**src/rtl/srl16_fifo.sv**
```systemverilog
// srl16_fifo: 16-deep WIDTH-bit FIFO built on an SRLC16E-style shift line
// (shift on write, read tap = cnt-1) followed by a registered output stage.
// Ports:
//   CLK, RST_N               clock, async active-low reset
//   S_VALID/S_READY/S_DATA   write side handshake and data
//   M_VALID/M_READY/M_DATA   read side handshake and registered data
//   LEVEL                    occupancy including the output register, 0..17
//   SRL_ADDR                 current read tap of the shift line
module srl16_fifo #(
  parameter int WIDTH = 8
) (
  input  logic             CLK,
  input  logic             RST_N,
  input  logic             S_VALID,
  output logic             S_READY,
  input  logic [WIDTH-1:0] S_DATA,
  output logic             M_VALID,
  input  logic             M_READY,
  output logic [WIDTH-1:0] M_DATA,
  output logic [4:0]       LEVEL,
  output logic [3:0]       SRL_ADDR
);

  logic [WIDTH-1:0] srl_q [16];

  logic [4:0]       cnt_q, cnt_d;
  logic             mv_q, mv_d;
  logic [WIDTH-1:0] md_q, md_d;
  logic             rdy_q;

  logic             full, empty;
  logic             push, pop;
  logic [3:0]       addr;

  assign full  = (cnt_q == 5'd16);
  assign empty = (cnt_q == 5'd0);

  assign S_READY = rdy_q & ~full;
  assign push    = S_VALID & S_READY;
  assign pop     = ~empty & (~mv_q | M_READY);

  // At cnt=16 the low nibble is 0, so the subtraction wraps to tap 15.
  assign addr = empty ? 4'd0 : (cnt_q[3:0] - 4'd1);

  assign SRL_ADDR = addr;
  assign M_VALID  = mv_q;
  assign M_DATA   = md_q;
  assign LEVEL    = cnt_q + {4'd0, mv_q};

  // The line mirrors the primitive: no reset, shift only on push.
  always_ff @(posedge CLK) begin
    if (push) begin
      srl_q[0] <= S_DATA;
      for (int i = 1; i < 16; i++) begin
        srl_q[i] <= srl_q[i-1];
      end
    end
  end

  always_comb begin
    cnt_d = cnt_q + {4'd0, push} - {4'd0, pop};
    mv_d  = mv_q;
    md_d  = md_q;
    if (pop) begin
      mv_d = 1'b1;
      md_d = srl_q[addr];
    end else if (M_READY) begin
      mv_d = 1'b0;
    end
  end

  always_ff @(posedge CLK or negedge RST_N) begin
    if (!RST_N) begin
      cnt_q <= 5'd0;
      mv_q  <= 1'b0;
      md_q  <= '0;
      rdy_q <= 1'b0;
    end else begin
      cnt_q <= cnt_d;
      mv_q  <= mv_d;
      md_q  <= md_d;
      rdy_q <= 1'b1;
    end
  end

endmodule

```
**config.mk**
```make
export PLATFORM = sky130hd
export DESIGN_NAME = srl16_fifo
export DESIGN_NICKNAME = d
export VERILOG_FILES = /design/src/rtl/srl16_fifo.sv
export SDC_FILE = /design/constraint.sdc
export NUM_CORES = 1
export LEC_CHECK = 0
export ABC_AREA = 1
export BUFFER_PORTS_ARGS = -buffer_cell sky130_fd_sc_hd__buf_2
export CORE_ASPECT_RATIO = 0.75
export CORE_MARGIN = 1.5
export CORE_UTILIZATION = 40
export CTS_CLUSTER_SIZE = 20
export DETAILED_ROUTE_END_ITERATION = 8
export PLACE_DENSITY = 0.59
export SYNTH_ARGS = -nofsm -noshare
export SYNTH_HDL_FRONTEND = slang
export SYNTH_SLANG_ARGS = --single-unit
```
**constraint.sdc**
```tcl
create_clock -name CLK -period 6.4 [get_ports CLK]
set_input_delay 0 -clock CLK [delete_from_list [all_inputs] [get_ports CLK]]
set_output_delay 0 -clock CLK [all_outputs]
set_load 0.005 [all_outputs]
```
==> flow_summary.yaml <==
timing:
  tns_ps: 0
  hold_viol: 0
  setup_viol: 0
  period_share_pct: 58.89
  maxSlewHeadroom_pct: 37.94
  max_freq_ghz: 0.2653
  hold_slack_ps: 19.21
  tightest_slew_ps: 930.9
  rsz0062_at_grt: "no"
  post-route-min-period_ps: 3769
  fin_skew_ps: 12.31
  drv_slew: 0
floorplan:
  fp.dieH_um: 112.8
  initial_core_util_pct: 41.60
  num_rows: 39
  io-pin-count: 31
  die_width_um: 149.5
  die-area_um2: 16870
  core_um2: 15470
synthesis:
  netlist_area_um2: 6435
  synth.distinct_cells: 26
  ys_ff_latch: 143
  synth_nets: 640
  syn_area_per_cell_um2: 10.48
  synthTopCellsByArea: "edfxtp_1 60%, nand2_1 8.0%, nand3_1 7.7%"
  ys_warn_count: 0
  syn_inst: 614
  yosysSeqAreaShare_pct: 65.56
  synth.top_cell.area_share_pct: 59.73
  synth_largest_area_cell: "edfxtp_1"
clock_tree:
  ctsRootBufferMaster: "clkbuf_16"
  path_clk_slew_ps: 60
  cts_resized: 0
  htreeDepth: 4
  clock-sinks: 143
  post-cts-setup-buffer-count: 0
  clock_latency_ps: 420
  numCtsBuffers: 17
  cts_tree: "yes"
  clk_path_buf_depth: 2
worst_setup_path:
  arrival_ps: 4110
  crit_slowest_cell: "inv_2"
  crit_chain: "inv_2 -> ha_1 -> nand3_4 -> o21ai_2 -> inv_2 -> ha_1 -> inv_1 -> ha_1 -> fa_1 -> a21oi_1 -> nor2_1 -> nor2_1 -> xor2_1"
  ff2ff_setup_slack_ps: 2630
  worstPathBufferInverterCount: 3
  critPathMaxFanout: 36
  cp_common_cell: "ha_1"
  worstReg2RegEnd: "cnt_q[4]"
  cp_top_family: "adder cells"
  slowest_delay_ps: 540
  end_kind: "flop"
  r2r-start: "cnt_q[0]"
  crit_type: "flop to flop"
  cp-start-kind: "flop"
  required_ps: 6740
  worstRegToRegCells: 13
final_layout:
  multi_input_area_um2: 1717
  seqCellArea_um2: 4219
  final_area_um2: 7410
  syn_to_final_growth_pct: 15.15
  layoutNonFillerInstCount: 871
  drive_above_1_share_pct: 12.16
  fill_cells: 1394
  num_antenna_cells: 0
  finalNetCount: 679
pwr:
  p_switching_w: 0.001524
  p_int_w: 0.002175
  p_leak_nw: 3.204
  power_density_nw_per_um2: 499.2
  p_sw_share_pct: 41.20
  p_clk_share_pct: 26.3
  vdd_ir_drop_max_uv: 217.5
  seqPwrFrac_pct: 32.7
  combPwrFrac_pct: 41.0
global_routing:
  grt_first_pass_wirelength_um: 21690
  grt_pass1_vias: 4076
  track_usage_pct: 16.79
  overflow: 0
  grt_max_degree: 75
  antenna_found_initial: 0
place:
  dp_cells: 829
  place.gp.congestion: 0.7838
  hpwl_um: 7455
  port_buffers: 30
  placed_area_um2: 6735
detailed_routing:
  drc: 0
  ant_nets: 0
  wl_per_cell_um: 15.00
  drtPass1Iterations: 5
  routed_wirelength_um: 13070
  viasPerCell: 4.767
  via_count: 4152
  drt_iter0_drc: 311
flow_run:
  maxCapViolations: 0
run_status:
  status: "complete, no violations"
hold_path:
  hp-class: "input pin to async pin"
[logic make-up after synthesis]
logic type	count (synthesis)	share of synthesized area (%)
buffers and inverters	119	7.797
adder cells (fa/ha/maj)	14	2.839
XOR/XNOR	7	0.9528
other	1	0.05828
AND/OR/NAND/NOR	323	22.13
flip-flops	143	65.56
AO/OA/AOI/OAI	7	0.6611
[layout by cell type (no fill, tap or decap), types with 5 or more instances in the layout]
master	instances
clkbuf_16	17
buf_4	5
inv_2	6
edfxtp_1	128
dlygate4sd3_1	10
inv_6	8
nand2_1	137
buf_2	30
xor2_1	6
dfrtp_1	15
nor2_1	65
nand3_1	99
nand3b_1	15
ha_1	13
inv_1	87
[state kept, by name, summed over array words and instances, names as in the netlist]
| signal | cells |
|---|---|
| srl_q | 128 |
| M_DATA | 8 |
| cnt_q | 5 |
| M_VALID | 1 |
| rdy_q | 1 |
[through the flow]
step                util (%)  setup WS, ps  total power (W)
finish                 47.90          2631         0.003699
global placement       43.54          2815         0.002718
global route           47.90          2324         0.003982
CTS                    47.90          2635         0.003729
floorplan                  -          2079         0.002336
detailed placement     43.54          2650         0.002738
[metal layers]
layer,GRT usage (%),share of wire [%],up-vias
met4,4.950,0.94,0
met3,4.395,3.5,12
li1,-,-,2086
met1,24.04,51,1992
met2,25.13,45,62
met5,0,0,-
[power groups by stage]
stage	clock network, W	registers [W]	logic (W)
after floorplan	0	0.00121	0.00113
after global placement	0	0.00122	0.00149
after detailed placement	0	0.00123	0.00151
after CTS	0.000991	0.00121	0.00153
after global routing	0.00103	0.00122	0.00173
final	0.000972	0.00121	0.00152
[synth_stat cells]
cell type and n:
fa_1 1, xor2_1 6, dfrtp_1 15, edfxtp_1 128
xnor2_1 1, conb_1 1, buf_6 5, buf_1 1
nor2_2 1, nand2_1 138, o21ai_0 2, inv_1 88
nand2_2 1, clkbuf_1 7, nand3b_1 15, nand3_4 1
or2_1 2, ha_1 13, buf_2 11, nor2_4 1
o21ai_2 2, a21oi_1 3, buf_4 1, inv_2 6
nand3_1 99, nor2_1 65
[repair_timing]
item | in CTS | in global routing
setup endpoints to repair | 0 | 0
hold buffers | 10 | 0
endpoints found under the hold margin | 32 | 0
[cell type report]
cell class,instances,share of cell area [%]
flip-flops and latches,143,56.94
multi-input cells,352,23.17
clock buffers,17,5.741
inverters,94,4.796
repair buffers,45,3.884
well taps,205,3.462
clock inverters,15,2.009
[worst max path at each step]
stage,endpoint,depth (start not counted),from,slack [ps]
3_3_place_gp,cnt_q[4],13,cnt_q[0],2810
3_5_place_dp,cnt_q[4],13,cnt_q[0],2650
6_report,cnt_q[4],13,cnt_q[0],2630
4_1_cts,cnt_q[4],13,cnt_q[0],2630
2_1_floorplan,srl_q[0][0],9,cnt_q[0],2080
5_1_grt,cnt_q[4],13,cnt_q[0],2320
No activity file was read; power rests on OpenSTA's default activity.
